## src/rtl/mannix_arb_pkg.sv

```systemverilog
// Shared definitions for the mannix read/write arbiters: client indices,
// arbiter state encoding and burst limits.
package mannix_arb_pkg;

    // Client slot assignments on the shared memory-farm read port
    localparam int FCC_PIC  = 0;
    localparam int FCC_WGT  = 1;
    localparam int FCC_BIAS = 2;
    localparam int CNN_PIC  = 3;
    localparam int CNN_WGT  = 4;
    localparam int CNN_BIAS = 5;
    localparam int POOL_MX  = 6;

    // Longest burst in words; a zero length field wraps to this value
    localparam int MAX_BURST = 16;

    // Width of the priority-client selector; values >= client count mean "none"
    localparam int PRIO_W = 5;

    typedef enum logic [1:0] {
        IDLE = 2'd0,
        REQ  = 2'd1,
        DATA = 2'd2
    } arb_state_t;

endpackage : mannix_arb_pkg

```

## src/rtl/mannix_rr_pick.sv

```systemverilog
// Combinational winner selection: a requesting priority client wins outright,
// otherwise the first requester at or after rr_ptr in circular order wins.
// Kept free of state so the same picker can serve a write arbiter later.
module mannix_rr_pick
    import mannix_arb_pkg::*;
#(
    parameter int NUM_CLIENTS = 7,
    parameter int CL_W        = $clog2(NUM_CLIENTS)
) (
    input  logic [NUM_CLIENTS-1:0] i_req,
    input  logic [CL_W-1:0]        i_rr_ptr,
    input  logic [PRIO_W-1:0]      i_prio,
    output logic [CL_W-1:0]        o_winner,
    output logic                   o_found,
    output logic                   o_prio_hit
);

    logic [CL_W-1:0] w_prio_idx;
    logic            w_prio_hit;
    logic [CL_W-1:0] w_rr_idx;
    logic            w_rr_found;

    // Priority client match; an out-of-range selector never matches any slot
    always_comb begin
        w_prio_hit = 1'b0;
        w_prio_idx = '0;
        for (int i = 0; i < NUM_CLIENTS; i++) begin
            if (i_req[i] && (i_prio == PRIO_W'(i))) begin
                w_prio_hit = 1'b1;
                w_prio_idx = CL_W'(i);
            end else begin
                w_prio_hit = w_prio_hit;
            end
        end
    end

    // Circular scan starting at the round-robin pointer; first hit wins
    always_comb begin
        int idx;
        w_rr_found = 1'b0;
        w_rr_idx   = '0;
        idx        = 0;
        for (int off = 0; off < NUM_CLIENTS; off++) begin
            idx = int'(i_rr_ptr) + off;
            if (idx >= NUM_CLIENTS) begin
                idx = idx - NUM_CLIENTS;
            end else begin
                idx = idx;
            end
            if (!w_rr_found && i_req[idx]) begin
                w_rr_found = 1'b1;
                w_rr_idx   = CL_W'(idx);
            end else begin
                w_rr_found = w_rr_found;
            end
        end
    end

    // Merge the two policies: priority overrides round-robin
    always_comb begin
        o_prio_hit = w_prio_hit;
        o_found    = w_prio_hit | w_rr_found;
        if (w_prio_hit) begin
            o_winner = w_prio_idx;
        end else begin
            o_winner = w_rr_idx;
        end
    end

endmodule : mannix_rr_pick

```

## src/rtl/mannix_rd_arbiter.sv

```systemverilog
// Read-port arbiter for the mannix memory farm. Grants one client a burst at
// a time, forwards the request to memory, and routes read-valid beats back to
// the granted client until the burst length is exhausted.
module mannix_rd_arbiter
    import mannix_arb_pkg::*;
#(
    parameter int NUM_CLIENTS = 7,
    parameter int ADDR_WIDTH  = 19,
    parameter int LEN_WIDTH   = 5,
    parameter int CL_W        = $clog2(NUM_CLIENTS)
) (
    input  logic                              clk,
    input  logic                              rst_n,
    input  logic [PRIO_W-1:0]                 client_priority,
    input  logic [NUM_CLIENTS-1:0]            cl_req,
    input  logic [NUM_CLIENTS*ADDR_WIDTH-1:0] cl_addr,
    input  logic [NUM_CLIENTS*LEN_WIDTH-1:0]  cl_len,
    output logic [NUM_CLIENTS-1:0]            cl_gnt,
    output logic [NUM_CLIENTS-1:0]            cl_rd_valid,
    output logic                              cl_busy,
    output logic                              mem_req,
    output logic [ADDR_WIDTH-1:0]             mem_addr,
    output logic [LEN_WIDTH-1:0]              mem_len,
    input  logic                              mem_ack,
    input  logic                              mem_rd_valid
);

    // Zero in the length field means a full-size burst
    function automatic logic [LEN_WIDTH-1:0] burst_beats(input logic [LEN_WIDTH-1:0] len);
        if (len == '0) begin
            return LEN_WIDTH'(MAX_BURST);
        end else begin
            return len;
        end
    endfunction

    arb_state_t            r_state;
    arb_state_t            w_next_state;
    logic [CL_W-1:0]       r_winner;
    logic [CL_W-1:0]       r_rr_ptr;
    logic                  r_prio_win;
    logic [ADDR_WIDTH-1:0] r_addr;
    logic [LEN_WIDTH-1:0]  r_len;
    logic [LEN_WIDTH-1:0]  r_cnt;

    logic [CL_W-1:0]       w_pick_winner;
    logic                  w_pick_found;
    logic                  w_pick_prio;
    logic [ADDR_WIDTH-1:0] w_sel_addr;
    logic [LEN_WIDTH-1:0]  w_sel_len;
    logic [CL_W-1:0]       w_rr_next;
    logic                  w_last_beat;

    mannix_rr_pick #(
        .NUM_CLIENTS (NUM_CLIENTS),
        .CL_W        (CL_W)
    ) u_pick (
        .i_req      (cl_req),
        .i_rr_ptr   (r_rr_ptr),
        .i_prio     (client_priority),
        .o_winner   (w_pick_winner),
        .o_found    (w_pick_found),
        .o_prio_hit (w_pick_prio)
    );

    // Mux the winning client's address and length out of the packed buses
    always_comb begin
        w_sel_addr = '0;
        w_sel_len  = '0;
        for (int i = 0; i < NUM_CLIENTS; i++) begin
            w_sel_addr = w_sel_addr |
                (cl_addr[i*ADDR_WIDTH +: ADDR_WIDTH] & {ADDR_WIDTH{w_pick_winner == CL_W'(i)}});
            w_sel_len  = w_sel_len |
                (cl_len[i*LEN_WIDTH +: LEN_WIDTH] & {LEN_WIDTH{w_pick_winner == CL_W'(i)}});
        end
    end

    // Burst-end detection and the round-robin successor of the current winner
    always_comb begin
        w_last_beat = (r_state == DATA) && mem_rd_valid && (r_cnt <= LEN_WIDTH'(1));
        if (r_winner >= CL_W'(NUM_CLIENTS - 1)) begin
            w_rr_next = '0;
        end else begin
            w_rr_next = r_winner + CL_W'(1);
        end
    end

    // State register
    always_ff @(posedge clk or negedge rst_n) begin
        if (!rst_n) begin
            r_state <= IDLE;
        end else begin
            r_state <= w_next_state;
        end
    end

    // Next-state logic
    always_comb begin
        w_next_state = r_state;
        case (r_state)
            IDLE: begin
                if (w_pick_found) begin
                    w_next_state = REQ;
                end else begin
                    w_next_state = IDLE;
                end
            end
            REQ: begin
                if (mem_ack) begin
                    w_next_state = DATA;
                end else begin
                    w_next_state = REQ;
                end
            end
            DATA: begin
                if (w_last_beat) begin
                    w_next_state = IDLE;
                end else begin
                    w_next_state = DATA;
                end
            end
            default: begin
                w_next_state = IDLE;
            end
        endcase
    end

    // Burst context: winner capture, beat counting and round-robin pointer
    always_ff @(posedge clk or negedge rst_n) begin
        if (!rst_n) begin
            r_winner   <= '0;
            r_rr_ptr   <= '0;
            r_prio_win <= 1'b0;
            r_addr     <= '0;
            r_len      <= '0;
            r_cnt      <= '0;
        end else begin
            case (r_state)
                IDLE: begin
                    if (w_pick_found) begin
                        r_winner   <= w_pick_winner;
                        r_prio_win <= w_pick_prio;
                        r_addr     <= w_sel_addr;
                        r_len      <= w_sel_len;
                    end
                end
                REQ: begin
                    if (mem_ack) begin
                        r_cnt <= burst_beats(r_len);
                    end
                end
                DATA: begin
                    if (mem_rd_valid) begin
                        r_cnt <= r_cnt - LEN_WIDTH'(1);
                        if (w_last_beat && !r_prio_win) begin
                            r_rr_ptr <= w_rr_next;
                        end
                    end
                end
                default: begin
                    r_cnt <= '0;
                end
            endcase
        end
    end

    // Outputs decoded from registered state; grant and read-valid are one-hot
    always_comb begin
        cl_gnt      = '0;
        cl_rd_valid = '0;
        mem_req     = (r_state == REQ);
        cl_busy     = (r_state != IDLE);
        for (int i = 0; i < NUM_CLIENTS; i++) begin
            cl_gnt[i]      = (r_state == REQ)  && mem_ack      && (r_winner == CL_W'(i));
            cl_rd_valid[i] = (r_state == DATA) && mem_rd_valid && (r_winner == CL_W'(i));
        end
    end

    assign mem_addr = r_addr;
    assign mem_len  = r_len;

endmodule : mannix_rd_arbiter

```

## config.mk

```make
export PLATFORM = sky130hd
export DESIGN_NAME = mannix_rd_arbiter
export DESIGN_NICKNAME = d
export VERILOG_FILES = /design/src/rtl/mannix_arb_pkg.sv /design/src/rtl/mannix_rr_pick.sv /design/src/rtl/mannix_rd_arbiter.sv
export SDC_FILE = /design/constraint.sdc
export NUM_CORES = 1
export LEC_CHECK = 0
export CAP_MARGIN = 15
export CORE_MARGIN = 2
export CORE_UTILIZATION = 47
export DETAILED_ROUTE_END_ITERATION = 7
export GPL_TIMING_DRIVEN = 0
export HOLD_SLACK_MARGIN = 0.06
export PLACE_DENSITY = 0.87
export SLEW_MARGIN = 20
export SYNTH_ARGS = -nofsm -noshare
export SYNTH_HDL_FRONTEND = slang
export SYNTH_HIERARCHICAL = 1
export SYNTH_SLANG_ARGS = --single-unit
```

## constraint.sdc

```tcl
create_clock -name clk -period 8.1 [get_ports clk]
set_input_delay 1.215 -clock clk [delete_from_list [all_inputs] [get_ports clk]]
set_output_delay 1.215 -clock clk [all_outputs]
set_load 0.1 [all_outputs]
```

[Yosys cells after proc, flatten, opt, wreduce, memory -nomap -nowiden]
Index checks and enable logic that the tools add are counted.
Word-level totals
  input port bits: 184
  register bits: 38
Operators by class
  reductions and logical operators: 47
  order comparisons: 16
  add/subtract/negate cells: 15
  bitwise gates (word level): 28
  mux-type cells: 65
  equality and inequality tests: 22
Operators with widths (count)
  less-than comparator 32 x 5 -> 1 bit, second input constant: 7
  2-to-1 mux 32 bit: 7
  >= comparator 32 x 4 -> 1 bit, second input constant: 6
  subtractor 32 x 4 -> 32 bit, second input constant: 6
  AND 19 bit: 7
  bitwise OR 19 bit: 6
  2-to-1 mux 3 bit: 12
  AND 5 bit: 7
  logical AND 1 bit: 31
  2-to-1 mux 1 bit: 30
  bitwise OR 5 bit: 6
  binary-select mux 1 bit (select 3 bit): 7
  equality test 3 bit, second input constant: 6
  equality test 5 x 3 -> 1 bit, second input constant: 3
  2-to-1 mux 5 bit: 3
  one-hot mux 5 bit (3 select lines): 1
  adder 3 x 3 -> 4 bit, second input constant: 3
  equality test 3 x 2 -> 1 bit, second input constant: 4
  equality test 5 x 2 -> 1 bit, second input constant: 2
  zero test 5 bit: 2
  adder 3 x 2 -> 4 bit, second input constant: 2
  2-to-1 mux 2 bit: 4
  zero test 1 bit: 7
  equality test 3 x 1 -> 1 bit, second input constant: 2
  19 further kinds: 22

[Depth between registers and ports, before layout]
Gate-level depths: netlist of the first run.
  word-level depth: 33
  depth in mapped cells: 20
  mapped depth without buffers: 15

[Cells and area by module]
Netlist of the first run, hierarchy kept.
By module, submodules not included
  mannix_rd_arbiter: cells each 379, instances 1, area each 3315.7 um^2
  mannix_rr_pick: cells each 240, instances 1, area each 1791.7 um^2

[Least setup slack after synthesis of the first run]
OpenSTA, ideal clock, no wires.
  path kind: input-to-output
  start point: in mem_rd_valid
  end point: out cl_rd_valid[2]
  slack: 4.150 ns
  stages on the path: 3
  buffers on the path: 0
  data arrival time: 2.735 ns
  cells stage by stage: and2_1 > nand2_1 > nor2_1
Between the ends
  cells in the longest elaborated chain, start to end: 2
Ends and longest elaborated chain
  start: declaration: RTL line mannix_rd_arbiter.sv:25  | input logic mem_rd_valid
  logical AND 1 bit (2 in series): RTL line mannix_rd_arbiter.sv:175  | cl_rd_valid[i] = (r_state == DATA) && mem_rd_valid && (r_winner == CL_W'(i));
  end: declaration: RTL line mannix_rd_arbiter.sv:19  | output logic [NUM_CLIENTS-1:0] cl_rd_valid,
No other way between the ends.

[Worst setup path in the final report of the first run]
  start point: in cl_req[1]
  end point: reg r_addr[17], in the netlist mem_addr[17]
Between the ends
  cells in the longest elaborated chain, start to end: 31
Ends and longest elaborated chain
  start: declaration: RTL line mannix_rd_arbiter.sv:15  | input logic [NUM_CLIENTS-1:0] cl_req,
  binary-select mux 1 bit (select 3 bit): RTL line mannix_rr_pick.sv:50  | if (!w_rr_found && i_req[idx]) begin
  2-to-1 mux 1 bit (implied by the code) (2 in series): RTL line mannix_rr_pick.sv:50
  2-to-1 mux 1 bit: RTL line mannix_rr_pick.sv:50
  zero test 1 bit: RTL line mannix_rr_pick.sv:50
  logical AND 1 bit: RTL line mannix_rr_pick.sv:50
  2-to-1 mux 1 bit: RTL line mannix_rr_pick.sv:50
  zero test 1 bit: RTL line mannix_rr_pick.sv:50
  logical AND 1 bit: RTL line mannix_rr_pick.sv:50
  (+11 left out)
  logical AND 1 bit: RTL line mannix_rr_pick.sv:50
  2-to-1 mux 3 bit: RTL line mannix_rr_pick.sv:50
  2-to-1 mux 3 bit (*): RTL line mannix_rr_pick.sv:63  | if (w_prio_hit) begin
  named net w_pick_winner[0]: RTL line mannix_rd_arbiter.sv:46  | logic [CL_W-1:0] w_pick_winner;
  equality test 3 x 1 -> 1 bit / zero test 3 bit (equally long branches): RTL line mannix_rd_arbiter.sv:72  | (cl_addr[i*ADDR_WIDTH +: ADDR_WIDTH] & {ADDR_WIDTH{w_pick_winner == CL_W'(i)}});
  AND 19 bit: RTL line mannix_rd_arbiter.sv:72
  bitwise OR 19 bit (5 in series): RTL line mannix_rd_arbiter.sv:71  | w_sel_addr = w_sel_addr |
  bitwise OR 19 bit (*): RTL line mannix_rd_arbiter.sv:71
  end signal: assignment: RTL line mannix_rd_arbiter.sv:143  | r_addr <= w_sel_addr;
  end: declaration: RTL line mannix_rd_arbiter.sv:42  | logic [ADDR_WIDTH-1:0] r_addr;
Mark *: on every way through the listed nets, which the timed path passes. The rest lies on a longest branch. The select of a mux whose other input is x is not followed.
A chain may end at the register's enable or synchronous reset.

==> impl_metrics.tcl, run 1 <==
set metrics [dict create \
    vias 6014 \
    cts_htree_levels 2 \
    die_h_um 108 \
    drive_above_1_share 0.116 \
    worstPathArrival_ns 5.09 \
    postRouteAntennaNets 0 \
    ys.flop_type "dfrtp_1" \
    grt_pass1_wl_um 32300 \
    cts_made_buffers 5 \
    min_path_type "register to register" \
    status "completed" \
    grt_max_degree 24 \
    cts_num_sinks 38 \
    grt_use_total 0.358 \
    io_pins 224 \
    crit_type "input pin to register" \
    postCtsSetupBuffers 0 \
    critPathMaxFanout 10 \
    clkLatencyLatePin_ns 0.30 \
    final_max_slew_viol_count 0 \
    yosysWarningCount 6 \
    drt_iter0_markers 593 \
    fin_setup_tns_ns 0 \
    grt-ovfl-total 0 \
    start_util 0.477 \
    whs_path_depth 1 \
    hpwl_um 16900 \
    start_kind "input pin" \
    hold_buffers 0 \
    dpl-instance-area_mm2 0.00751 \
    reg2reg_depth 15 \
    async_flop_share 1.00 \
    place_congestion 0.977 \
    synth_edf_count 0 \
    max-slew-margin-rel 0.261 \
    end_kind "register" \
    first_pass_iters 6 \
    area_growth_pct 49.7 \
    layout_setup_ws_ns 3.18 \
    synth_area_leaders "dfrtp_1 19%, mux2i_1 14%, ha_1 5.6%" \
    numPortBuffers 220 \
    synth-seq-cells 38 \
    cts_tree "built" \
    required_ns 8.27 \
    clkTransAtPathRegs_ns 0.08 \
    syn_inst 619 \
    nNetsFinal 1054 \
    syn-num-nets 826 \
    root_buffer "clkbuf_8" \
    rows 38 \
    synth_top_cells_by_count "72 x mux2i_1, 51 x nor2_1, 50 x a21oi_1" \
    via_per_inst 6.08 \
    clock_skew_ns 0.00487 \
    max_freq_mhz 203 \
    fin_util 0.715 \
    stdcell_area_mm2 0.00765 \
    yosysSeqAreaShare 0.186 \
    syn_area_mm2 0.00511 \
    wire_per_inst_um 21.1 \
    layout_min_cycle_time_ns 4.92 \
    dieArea_mm2 0.0117 \
    grt_pass1_vias 6009 \
    syn-mean-instance-area_um2 8.25 \
    antenna_found_initial 1 \
    finalCritPeriodShare 0.608 \
    coreArea_mm2 0.0107 \
    netlist.area_leader.share 0.186 \
    ys_types 84 \
    synth_top_cell_by_area "dfrtp_1" \
    drv_cap 0 \
    synth_most_common_cell "mux2i_1" \
    fp.dieW_um 108 \
    rsz0062_at_grt "false" \
    clk_path_buf_depth 2 \
    place_ws_ns 2.97 \
    report.final.hold_viol_count 0 \
    post_cts_resized 0 \
    wl_um 20900 \
    setup_viol 0 \
    worst_pin_slew_ns 1.10 \
    drc_errors 0 \
]
[cell families after synthesis]
group | after synthesis | synth area share
buffers and inverters | 68 | 0.0779
AOI/OAI and AO/OA | 205 | 0.287
and+or+nand+nor | 196 | 0.208
adders and majority gates | 23 | 0.0563
DFF | 38 | 0.186
xor gates and xnor gates | 5 | 0.0100
muxes | 84 | 0.175
[registers in the layout, summed over array words and instances (netlist names)]
name and cells:
r_rr_ptr 3, r_state 2, r_cnt 5, mem_addr 19, r_prio_win 1, mem_len 5, r_winner 3
[cells in the final DEF (no fill, tap or decap), types with 4 or more instances in the layout]
| master | synthesis | routed |
|---|---|---|
| clkdlybuf4s50_1 | 0 | 219 |
| mux2i_1 | 72 | 72 |
| nor2_1 | 51 | 51 |
| a21oi_1 | 50 | 50 |
| dfrtp_1 | 38 | 38 |
| o21ai_0 | 37 | 37 |
| nand2_1 | 32 | 32 |
| nand3_1 | 23 | 23 |
| ha_1 | 23 | 23 |
| inv_1 | 20 | 20 |
| buf_2 | 17 | 18 |
| and3_1 | 13 | 13 |
| o22ai_1 | 13 | 13 |
| nor2b_1 | 12 | 12 |
| nand2b_1 | 11 | 11 |
| nand3b_1 | 11 | 11 |
| o21ai_1 | 11 | 11 |
| buf_4 | 9 | 9 |
| clkbuf_1 | 9 | 9 |
| and2_1 | 8 | 8 |
| buf_6 | 8 | 8 |
| a31oi_1 | 8 | 8 |
| nor3_1 | 7 | 7 |
| mux2_2 | 7 | 7 |
| o22ai_2 | 6 | 6 |
| a21oi_2 | 6 | 6 |
| a22oi_1 | 6 | 6 |
| a221oi_1 | 6 | 6 |
| o211ai_1 | 6 | 6 |
| clkbuf_8 | 0 | 5 |
| or2_1 | 4 | 4 |
| a221oi_2 | 4 | 4 |
| o22a_1 | 4 | 4 |
| a22o_1 | 4 | 4 |
| nor3b_2 | 4 | 4 |
| o21a_1 | 4 | 4 |
[routing by layer]
metal  wire [µm]  vias up  GRT usage
li1            -     2780          -
met5           0        -          0
met3        1610       64     0.0609
met4         937        0      0.157
met1        8470     2848      0.468
met2        9860      322      0.581
[through the flow]
step	instances	hold slack, ns
floorplan	619	0.474
global placement	979	0.493
detailed placement	980	0.502
CTS	988	0.521
global route	989	0.544
finish	989	0.519
[final timing paths]
kind                       slack, ns         start            to
min in group asynchronous       0.85         rst_n      r_cnt[3]
setup / recovery                3.18     cl_req[1]  mem_addr[17]
max in group asynchronous       6.76         rst_n  mem_addr[18]
setup reg to reg                3.27   r_rr_ptr[1]  mem_addr[16]
hold reg to reg                 0.52  mem_addr[10]  mem_addr[10]
hold / removal                  0.52  mem_addr[10]  mem_addr[10]
[worst max-delay path: stages]
cell and delay, ns:
clkdlybuf4s50_1 0.47, clkbuf_1 0.43, mux2_2 0.30, o22ai_1 0.08
or4_1 0.53, and2_4 0.20, o211ai_2 0.12, nor3_1 0.11
o41ai_2 0.28, buf_4 0.21, buf_2 0.26, mux2i_1 0.42
o22ai_2 0.14, a21oi_1 0.21, a21oi_2 0.08
[final cells by class]
cell class	instances	area [µm²]
Multi-Input combinational cell	513	3760
Fill cell	848	3050
Timing Repair Buffer	221	2220
Sequential cell	38	951
Buffer	46	315
Tap cell	140	175
Inverter	22	82.6
Clock buffer	5	68.8
Clock inverter	3	68.8
Antenna cell	1	2.50
Power of run 1 is left out: the tool's default activity adds up to more than one toggle a clock period on the data nets, which glitch-free logic cannot reach.
==> inputs of run 2 (changes only) <==
--- a/config.mk
+++ b/config.mk
@@ -7,11 +7,11 @@
 export LEC_CHECK = 0
 export CAP_MARGIN = 15
 export CORE_MARGIN = 2
-export CORE_UTILIZATION = 47
+export CORE_UTILIZATION = 44
 export DETAILED_ROUTE_END_ITERATION = 7
 export GPL_TIMING_DRIVEN = 0
 export HOLD_SLACK_MARGIN = 0.06
-export PLACE_DENSITY = 0.87
+export PLACE_DENSITY = 0.82
 export SLEW_MARGIN = 20
 export SYNTH_ARGS = -nofsm -noshare
 export SYNTH_HDL_FRONTEND = slang
==> constraint.sdc (replaced) <==
create_clock -name clk -period 5.05 [get_ports clk]
set_input_delay 0.7575 -clock clk [delete_from_list [all_inputs] [get_ports clk]]
set_output_delay 0.7575 -clock clk [all_outputs]
set_load 0.1 [all_outputs]
==> run 2 against run 1 <==
  * Flip-flop and latch count did not move
  * Utilization shrank 3.7 points
  * Final cell count rose by 0.30%
  * Hold slack got worse by 0.16 ns
  * Via count decreased by 2.7%
  * Design area increased by 0.77%
  * Worst setup slack worse by 2.8 ns
  * Largest cell class unchanged
==> impl_metrics.tcl, run 2 (synthesis results as in run 1) <==
set metrics [dict create \
    max-slew-margin-rel 0.265 \
    status "completed" \
    largest_reg_flops 19 \
    cts_num_sinks 38 \
    rsz0062_at_grt "false" \
    nFillCells 970 \
    hpwl_um 16900 \
    place_ws_ns 0.365 \
    critPathMaxFanout 10 \
    postRouteAntennaNets 0 \
    setup_viol 0 \
    wl_um 20600 \
    path_cells "buf_6 -> inv_1 -> ha_1 -> a21oi_1 -> nor3b_2 -> nor2_1 -> mux4_2 -> a21boi_4 -> mux2_1 -> o211ai_1 -> a32o_1 -> buf_6 -> buf_2 -> clkinv_1 -> a21oi_1 -> a21oi_1" \
    vias 5850 \
    required_ns 5.19 \
    grt_pass1_wl_um 31900 \
    wire_per_inst_um 20.7 \
    path_buf_inv 5 \
    grt-ovfl-total 0 \
    start_util 0.449 \
    clk_path_buf_depth 2 \
    cp_slowest_cell "mux4_2" \
    crit_type "register to register" \
    cts_tree "built" \
    die_h_um 112 \
    cts_htree_levels 2 \
    grt_use_total 0.320 \
    cts_made_buffers 5 \
    io_pins 224 \
    drive_above_1_share 0.117 \
    layout_min_cycle_time_ns 4.64 \
    drv_cap 0 \
    crit_family "buffers and inverters" \
    coreArea_mm2 0.0114 \
    rows 39 \
    nNetsFinal 1054 \
    place_congestion 0.960 \
    worstPathArrival_ns 4.78 \
    drt_iter0_markers 517 \
    dieArea_mm2 0.0125 \
    max_freq_mhz 216 \
    grt_max_degree 27 \
    fin_setup_tns_ns 0 \
    drc_errors 0 \
    area_growth_pct 50.9 \
    min_path_type "input pin to asynchronous set/reset pin" \
    layout_setup_ws_ns 0.412 \
    antenna_found_initial 1 \
    timing.critical_path.mode_cell "a21oi_1" \
    report.final.hold_viol_count 0 \
    root_buffer "clkbuf_16" \
    via_per_inst 5.90 \
    final_cell_mix "219 x clkdlybuf4s50_1, 72 x mux2i_1, 51 x nor2_1" \
    first_pass_iters 5 \
    numPortBuffers 220 \
    grt_pass1_vias 6065 \
    start_kind "register" \
    fp.dieW_um 112 \
    end_kind "register" \
    worst_pin_slew_ns 1.10 \
    finalCritPeriodShare 0.918 \
    clock_skew_ns 0.00603 \
    slowest_delay_ns 0.57 \
    clkTransAtPathRegs_ns 0.06 \
    final_max_slew_viol_count 0 \
    final_common_cell "clkdlybuf4s50_1" \
    clkLatencyLatePin_ns 0.29 \
]
run 2: cell types whose count changed in the layout (fill, tap and decap cells not counted):
cell       delta
clkbuf_16     +5
clkinv_4      -1
dfrtp_2       +1
buf_12        +1
clkbuf_8      -4
buf_16        -1
dfrtp_1       -1
run 2: worst paths after layout:
| kind | from | to | slack (ns) | depth (start not counted) |
|---|---|---|---|---|
| min reg2reg | r_cnt[4] | r_cnt[4] | 0.53 | 2 |
| min | rst_n | r_cnt[0] | 0.36 | 1 |
| max | r_rr_ptr[2] | mem_addr[1] | 0.41 | 16 |
| min in group clk | r_cnt[4] | r_cnt[4] | 0.53 | 2 |
| max in group asynchronous | rst_n | mem_addr[2] | 4.24 | 2 |
| max reg2reg | r_rr_ptr[2] | mem_addr[1] | 0.41 | 16 |
run 2: timing repair:
action | 4_1_cts | 5_1_grt
endpoints found under the setup margin | 0 | 4
gates resized for setup | 0 | 1
setup buffers | 0 | 0
hold endpoints to repair | 0 | 0
hold buffers | 0 | 0
run 2: routing by layer:
layer	up-vias	track usage	part of all wire
li1	2766	-	-
met1	2754	0.397	0.40
met2	284	0.549	0.49
met3	46	0.0566	0.074
met4	0	0.128	0.032
met5	-	0	0
run 2: final cells by class:
cell class | instances | area [µm²] | share of cell area
Timing Repair Buffer | 221 | 2220 | 0.288
Buffer | 46 | 315 | 0.0409
Antenna cell | 1 | 2.50 | 0.000325
Multi-Input combinational cell | 513 | 3760 | 0.488
Sequential cell | 38 | 952 | 0.124
Tap cell | 143 | 179 | 0.0232
Clock inverter | 2 | 60.1 | 0.00779
Clock buffer | 6 | 139 | 0.0180
Inverter | 22 | 82.6 | 0.0107
run 2: per-stage QoR:
stage          utilization  instances  cell area [µm²]  hold WS [ns]
2_1_floorplan            -        619             5110         0.462
6_report             0.678        992             7710         0.362
5_1_grt              0.678        992             7710         0.380
3_5_place_dp         0.660        983             7500         0.511
4_1_cts              0.677        991             7700         0.364
3_3_place_gp         0.659        982             7490         0.495
Power of run 2 is left out for the same reason.
